File: src/rtl/keen_pkg.sv
// Shared types for the instruction fetch stage: FSM states, fetch-buffer entry, alignment helper.
package keen_pkg;

    localparam int FETCH_XLEN = 32;
    localparam int FETCH_ILEN = 32;
    localparam int IALIGN     = FETCH_ILEN / 8;

    typedef enum logic [1:0] {
        IDLE  = 2'd0,
        REQ   = 2'd1,
        WAIT  = 2'd2,
        DRAIN = 2'd3
    } fetch_state_t;

    typedef struct packed {
        logic [FETCH_ILEN-1:0] inst;
        logic [FETCH_XLEN-1:0] pc;
        logic                  misaligned;
    } fetch_entry_t;

    function automatic logic is_misaligned(input logic [FETCH_XLEN-1:0] addr);
        return (addr % FETCH_XLEN'(IALIGN)) != '0;
    endfunction

endpackage

File: src/rtl/keen_instruction_fetch_if.sv
// Memory request/response and decode channels of the fetch stage; master is the fetch side.
interface keen_instruction_fetch_if
    import keen_pkg::*;
#(
    parameter int XLEN = FETCH_XLEN,
    parameter int ILEN = FETCH_ILEN
);
    logic            imem_req_valid;
    logic            imem_req_ready;
    logic [XLEN-1:0] imem_req_addr;
    logic            imem_rsp_valid;
    logic [ILEN-1:0] imem_rsp_data;
    logic            inst_valid;
    logic            inst_ready;
    logic [ILEN-1:0] inst;
    logic [XLEN-1:0] inst_pc;
    logic            inst_misaligned;

    modport master (
        output imem_req_valid, imem_req_addr,
        input  imem_req_ready, imem_rsp_valid, imem_rsp_data,
        output inst_valid, inst, inst_pc, inst_misaligned,
        input  inst_ready
    );

    modport slave (
        input  imem_req_valid, imem_req_addr,
        output imem_req_ready, imem_rsp_valid, imem_rsp_data,
        input  inst_valid, inst, inst_pc, inst_misaligned,
        output inst_ready
    );
endinterface

File: src/rtl/keen_fetch_buffer.sv
// Synchronous FIFO of fetch entries; head is a registered array slot, push+pop when full both occur.
// clear wins over push and pop in the same cycle.
module keen_fetch_buffer
    import keen_pkg::*;
#(
    parameter int DEPTH = 2
) (
    input  logic                       clk,
    input  logic                       reset,
    input  logic                       push,
    input  logic                       pop,
    input  logic                       clear,
    input  fetch_entry_t               push_entry,
    output fetch_entry_t               head,
    output logic [$clog2(DEPTH+1)-1:0] count
);
    localparam int AW = $clog2(DEPTH);
    localparam int CW = $clog2(DEPTH+1);

    fetch_entry_t   mem [DEPTH];
    logic [AW-1:0]  rd_ptr;
    logic [AW-1:0]  wr_ptr;
    logic           do_push;
    logic           do_pop;

    assign do_pop  = pop && (count != '0);
    assign do_push = push && ((count != CW'(DEPTH)) || do_pop);

    always_ff @(posedge clk) begin
        if (reset || clear) begin
            rd_ptr <= '0;
            wr_ptr <= '0;
            count  <= '0;
        end else begin
            if (do_push) wr_ptr <= wr_ptr + 1'b1;
            if (do_pop)  rd_ptr <= rd_ptr + 1'b1;
            count <= count + CW'(do_push) - CW'(do_pop);
        end
    end

    // Storage is zeroed only on reset so the head reads 0 out of reset.
    always_ff @(posedge clk) begin
        if (reset) begin
            for (int i = 0; i < DEPTH; i++) mem[i] <= '0;
        end else if (do_push && !clear) begin
            mem[wr_ptr] <= push_entry;
        end
    end

    assign head = mem[rd_ptr];

endmodule

File: src/rtl/keen_instruction_fetch.sv
// Fetch stage: one outstanding imem request, buffered to decode; accept-to-decode 2 cycles at zero wait.
// Stops requesting when the buffer would be full; KEEN_IFETCH_MISALIGN_CHECK_EN enables misaligned-pc faults.
module keen_instruction_fetch
    import keen_pkg::*;
#(
    parameter int XLEN  = FETCH_XLEN,
    parameter int ILEN  = FETCH_ILEN,
    parameter int DEPTH = 2
) (
    input  logic                          clk,
    input  logic                          reset,
    input  logic [XLEN-1:0]               pc,
    input  logic                          branch,
    output logic                          pc_advance,
    keen_instruction_fetch_if.master      bus
);
`ifdef KEEN_IFETCH_MISALIGN_CHECK_EN
    localparam bit MISALIGN_EN = 1'b1;
`else
    localparam bit MISALIGN_EN = 1'b0;
`endif
    localparam int CW = $clog2(DEPTH+1);

    fetch_state_t    state, state_next;
    logic            kill, kill_next;
    logic            halted, halted_next;
    logic [XLEN-1:0] req_addr, req_addr_next;
    logic [CW-1:0]   count, count_pop;
    logic            pop, rsp_push, fault_push, accept, pc_bad;
    fetch_entry_t    push_entry, head;

    assign accept    = (state == REQ) && bus.imem_req_ready;
    assign pop       = (count != '0) && bus.inst_ready;
    assign count_pop = count - CW'(pop);
    assign pc_bad    = MISALIGN_EN && is_misaligned(pc);

    always_comb begin
        state_next    = state;
        kill_next     = kill;
        halted_next   = halted;
        req_addr_next = req_addr;
        pc_advance    = 1'b0;
        rsp_push      = 1'b0;
        fault_push    = 1'b0;
        unique case (state)
            // A branch in IDLE holds one cycle so the redirected pc is the one latched.
            IDLE: if (!branch && !halted && int'(count_pop) < DEPTH) begin
                if (pc_bad) begin
                    fault_push  = 1'b1;
                    halted_next = 1'b1;
                end else begin
                    state_next    = REQ;
                    req_addr_next = pc;
                end
            end
            REQ: if (accept) begin
                // A killed request must not advance the counter past the new target.
                pc_advance = !kill && !branch;
                state_next = (kill || branch) ? DRAIN : WAIT;
                kill_next  = 1'b0;
            end else if (branch) begin
                kill_next = 1'b1;
            end
            WAIT: if (bus.imem_rsp_valid) begin
                if (branch) begin
                    state_next = IDLE;
                end else begin
                    rsp_push = 1'b1;
                    if (int'(count_pop) + 1 < DEPTH && !pc_bad) begin
                        state_next    = REQ;
                        req_addr_next = pc;
                    end else begin
                        state_next = IDLE;
                    end
                end
            end else if (branch) begin
                state_next = DRAIN;
            end
            DRAIN: if (bus.imem_rsp_valid) state_next = IDLE;
            default: state_next = IDLE;
        endcase
        if (branch) halted_next = 1'b0;
    end

    always_ff @(posedge clk) begin
        if (reset) begin
            state    <= IDLE;
            kill     <= 1'b0;
            halted   <= 1'b0;
            req_addr <= '0;
        end else begin
            state    <= state_next;
            kill     <= kill_next;
            halted   <= halted_next;
            req_addr <= req_addr_next;
        end
    end

    // req_addr stays put from acceptance until the next REQ load, so it serves as the response tag.
    assign push_entry.inst       = fault_push ? '0 : bus.imem_rsp_data;
    assign push_entry.pc         = fault_push ? pc : req_addr;
    assign push_entry.misaligned = fault_push;

    keen_fetch_buffer #(.DEPTH(DEPTH)) u_buf (
        .clk        (clk),
        .reset      (reset),
        .push       (rsp_push || fault_push),
        .pop        (pop),
        .clear      (branch),
        .push_entry (push_entry),
        .head       (head),
        .count      (count)
    );

    assign bus.imem_req_valid  = (state == REQ);
    assign bus.imem_req_addr   = req_addr;
    assign bus.inst_valid      = (count != '0);
    assign bus.inst            = head.inst;
    assign bus.inst_pc         = head.pc;
    assign bus.inst_misaligned = head.misaligned && MISALIGN_EN;

endmodule

File: src/flat_wrapper.sv
// flat-port wrapper written by rule: the top's interface ports become plain ports
module keen_instruction_fetch_flat import keen_pkg::*;
#(
    parameter int XLEN  = FETCH_XLEN,
    parameter int ILEN  = FETCH_ILEN,
    parameter int DEPTH = 2
)
  (clk, reset, pc, branch, pc_advance, bus_imem_req_valid, bus_imem_req_addr, bus_imem_req_ready, bus_imem_rsp_valid, bus_imem_rsp_data, bus_inst_valid, bus_inst, bus_inst_pc, bus_inst_misaligned, bus_inst_ready);
  keen_instruction_fetch_if #(.XLEN(XLEN), .ILEN(ILEN)) bus_i ();
  input  logic clk;
  input  logic reset;
  input  logic [XLEN-1:0] pc;
  input  logic branch;
  output logic pc_advance;
  output wire logic [$bits(bus_i.imem_req_valid)-1:0] bus_imem_req_valid;
  output wire logic [$bits(bus_i.imem_req_addr)-1:0] bus_imem_req_addr;
  input wire logic [$bits(bus_i.imem_req_ready)-1:0] bus_imem_req_ready;
  input wire logic [$bits(bus_i.imem_rsp_valid)-1:0] bus_imem_rsp_valid;
  input wire logic [$bits(bus_i.imem_rsp_data)-1:0] bus_imem_rsp_data;
  output wire logic [$bits(bus_i.inst_valid)-1:0] bus_inst_valid;
  output wire logic [$bits(bus_i.inst)-1:0] bus_inst;
  output wire logic [$bits(bus_i.inst_pc)-1:0] bus_inst_pc;
  output wire logic [$bits(bus_i.inst_misaligned)-1:0] bus_inst_misaligned;
  input wire logic [$bits(bus_i.inst_ready)-1:0] bus_inst_ready;
  assign bus_imem_req_valid = bus_i.imem_req_valid;
  assign bus_imem_req_addr = bus_i.imem_req_addr;
  assign bus_i.imem_req_ready = bus_imem_req_ready;
  assign bus_i.imem_rsp_valid = bus_imem_rsp_valid;
  assign bus_i.imem_rsp_data = bus_imem_rsp_data;
  assign bus_inst_valid = bus_i.inst_valid;
  assign bus_inst = bus_i.inst;
  assign bus_inst_pc = bus_i.inst_pc;
  assign bus_inst_misaligned = bus_i.inst_misaligned;
  assign bus_i.inst_ready = bus_inst_ready;
  keen_instruction_fetch #(.XLEN(XLEN), .ILEN(ILEN), .DEPTH(DEPTH)) u_core (.clk(clk), .reset(reset), .pc(pc), .branch(branch), .pc_advance(pc_advance), .bus(bus_i));
endmodule
File: config.mk
export PLATFORM = sky130hd
export DESIGN_NAME = keen_instruction_fetch_flat
export DESIGN_NICKNAME = d
export VERILOG_FILES = /design/src/rtl/keen_pkg.sv /design/src/rtl/keen_instruction_fetch_if.sv /design/src/rtl/keen_fetch_buffer.sv /design/src/rtl/keen_instruction_fetch.sv /design/src/flat_wrapper.sv
export SDC_FILE = /design/constraint.sdc
export NUM_CORES = 1
export LEC_CHECK = 0
export ABC_AREA = 1
export CAP_MARGIN = 10
export CORE_AREA = 2 2 123 125
export CTS_BUF_LIST = sky130_fd_sc_hd__clkbuf_4
export CTS_CLUSTER_DIAMETER = 40
export CTS_CLUSTER_SIZE = 20
export DETAILED_ROUTE_END_ITERATION = 8
export DIE_AREA = 0 0 125 127
export GPL_ROUTABILITY_DRIVEN = 0
export PLACE_DENSITY = 0.9
export SLEW_MARGIN = 20
export SYNTH_ARGS = -nofsm -noshare
export SYNTH_HDL_FRONTEND = slang
export SYNTH_HIERARCHICAL = 1
export SYNTH_SLANG_ARGS = --single-unit
export TNS_END_PERCENT = 5
File: constraint.sdc
create_clock -name clk -period 4.1 [get_ports clk]
set_clock_uncertainty 0.2 [all_clocks]
set_input_delay 0.41 -clock clk [delete_from_list [all_inputs] [get_ports clk]]
set_output_delay 0.41 -clock clk [all_outputs]
set_load 0.005 [all_outputs]
==> summary.txt <==
STA
  • TNS Setup: 0 ns
  • Fmax: 0.324 GHz
  • Final critical-path required period: 3.09 ns
  • Slew margin rel.: 37.5%
  • Final Hold Fails: 0
  • Final worst slack: 1.01 ns
  • Period Utilization, post-route: 75.3%
  • Slew Limit Fails: 0
  • RSZ-0062 raised after global routing: no
  • Final setup fails: 0
  • Slew @ Worst Pin: 0.938 ns

GRT
  • Vias in the first global route: 5,216
  • GRT overflow: 0
  • First-pass GRT wire length: 25,300 um
  • All-layer global routing usage: 20.4%
  • Largest net degree at the start of global routing: 65
  • Initial antenna violation count: 1

Synthesis
  • Net Count, Synth: 715
  • Mean post-synth cell area: 11.4 um^2
  • Ys Warns: 6
  • Synth Cell Area: 7330 um^2
  • Cells after synthesis: 642

Routing
  • WL final: 15,800 um
  • DRC: 0
  • Routed vias: 5,077
  • Iter 0 DRT Violations: 303
  • Post-route ant nets: 0
  • DR pass1 iterations: 6
  • DR vias/cell: 5.07
  • DR WL/cell: 15.8 um

Clock network
  • Clock-pin slew on the worst setup and hold paths: 0.13 ns
  • Clk sinks: 168
  • CTS tree: yes
  • Skew-Pair Late Insertion Delay: 0.55 ns
  • Post-CTS setup buffers: 0
  • Hold_buf cts: 0
  • CTS Buffer Depth: 2
  • TritonCTS Buffers: 17
  • CTS H-tree depth: 4
  • PostCTS Resize Cnt: 0
  • Root Buffer: clkbuf_4

Worst hold path
  • Tightest Hold Check Type: primary input to flop

Worst setup path
  • CP Capture Type: primary output
  • Delay of the slowest critical-path stage: 0.92 ns
  • Critical path type: flop to primary output
  • Worst path bufs/invs: 1
  • Critical-path cell list: mux2_2 > clkdlybuf4s50_1
  • Worst EP arrival: 2.48 ns
  • Highest-delay cell along the critical path: dfxtp_4
  • Crit path launch type: flop
  • Worst path top cell family by delay: flip-flops
  • Worst Path Required: 3.49 ns
  • CP max FO: 64

Place
  • Post-place setup slack: 1.39 ns
  • Placed Cells: 968
  • I/O Buffers: 168
  • DP HPWL: 10,100 um
  • Dpl cell area: 9110 um^2

Layout
  • Final Core Density: 65.0%
  • Syn-to-layout area delta: 27.9%
  • Non-Filler Instances: 1,001
  • Post-route cell area: 9380 um^2
  • Final net count: 876
  • Number of fill cells: 1,111
  • Layout cells sized above 1: 17.6%

Floorplan
  • Full die area: 15,900 um^2
  • Die Y: 127 um
  • Row Count: 44
  • Core area: 14,400 um^2
  • Initial Utilization: 50.8%
  • Chip width: 125 um
  • I/O pin count: 170

Pwr
  • Peak VDD IR: 0.000209 V
  • Pleak: 3.50 nW
  • Power per Cell Area: 351 nW/um^2

Status
  • Status: completed

Flow run
  • Max Cap Viol: 0
-- per-layer routing --
metal | vias to the layer above | track usage, % | part of all wire (%)
met4 | 0 | 8.17 | 2.1
met3 | 26 | 6.11 | 6.7
li1 | 2435 | - | -
met1 | 2428 | 22.0 | 37
met2 | 188 | 37.5 | 54
met5 | - | 0 | 0
-- area by class of cell --
cell class	instances	area [um^2]	area share [%]
Antenna cell	1	2.50	0.0267
Clock buffer	18	135	1.44
Clock inverter	14	129	1.37
Inverter	84	315	3.36
Multi-Input combinational cell	355	2140	22.8
Sequential cell	168	4650	49.6
Tap cell	184	230	2.46
Timing Repair Buffer	177	1770	18.9
-- where the power goes --
group / internal (mW) / switching [mW]
Clock: 0.363 / 0.549
Sequential: 1.90 / 0.0428
Combinational: 0.222 / 0.207
-- worst paths after layout --
path / to / startpoint / slack [ns] / depth (start not counted)
max: bus_inst[0] / flop / 1.01 / 2
min: u_core/bus.imem_req_addr[6] / pc[6] / 0.19 / 3
max reg2reg: u_core/u_buf/mem[1][8] / u_core/u_buf/count[1] / 1.75 / 6
min reg2reg: u_core/bus.imem_req_addr[11] / u_core/bus.imem_req_addr[11] / 0.31 / 2
-- worst reg2reg max path, delay by kind of cell, from the launching register on --
family                 cells  cell delay (ns)
buffers and inverters      2             0.71
AND/OR/NAND/NOR            3             0.55
flip-flops                 1             0.39
AO/OA/AOI/OAI              1             0.24
-- through the flow --
stage | hold slack (ns) | total power [mW]
after floorplan | 0.267 | 2.18
after global placement | 0.289 | 2.40
after detailed placement | 0.292 | 2.42
after CTS | 0.153 | 3.32
after global routing | 0.141 | 3.44
final | 0.191 | 3.29
-- flip-flops by register name, indices dropped and copies added (netlist names), named ones only --
register                  cells
u_core/kill                   1
u_core/u_buf/mem            128
u_core/state                  2
u_core/bus.imem_req_addr     32
u_core/u_buf/rd_ptr           1
u_core/u_buf/wr_ptr           1
u_core/u_buf/count            2
-- cell usage in the layout (no fill, tap or decap), drive strengths merged, types with 7 or more instances in the layout --
cell,instances
clkdlybuf4s50,168
clkbuf,18
edfxtp,128
dfxtp,40
buf,9
nand2,55
a21oi,36
inv,89
nor2,147
clkinv,7
nand3,41
mux2,64
Power figures use the tool's default switching activity.
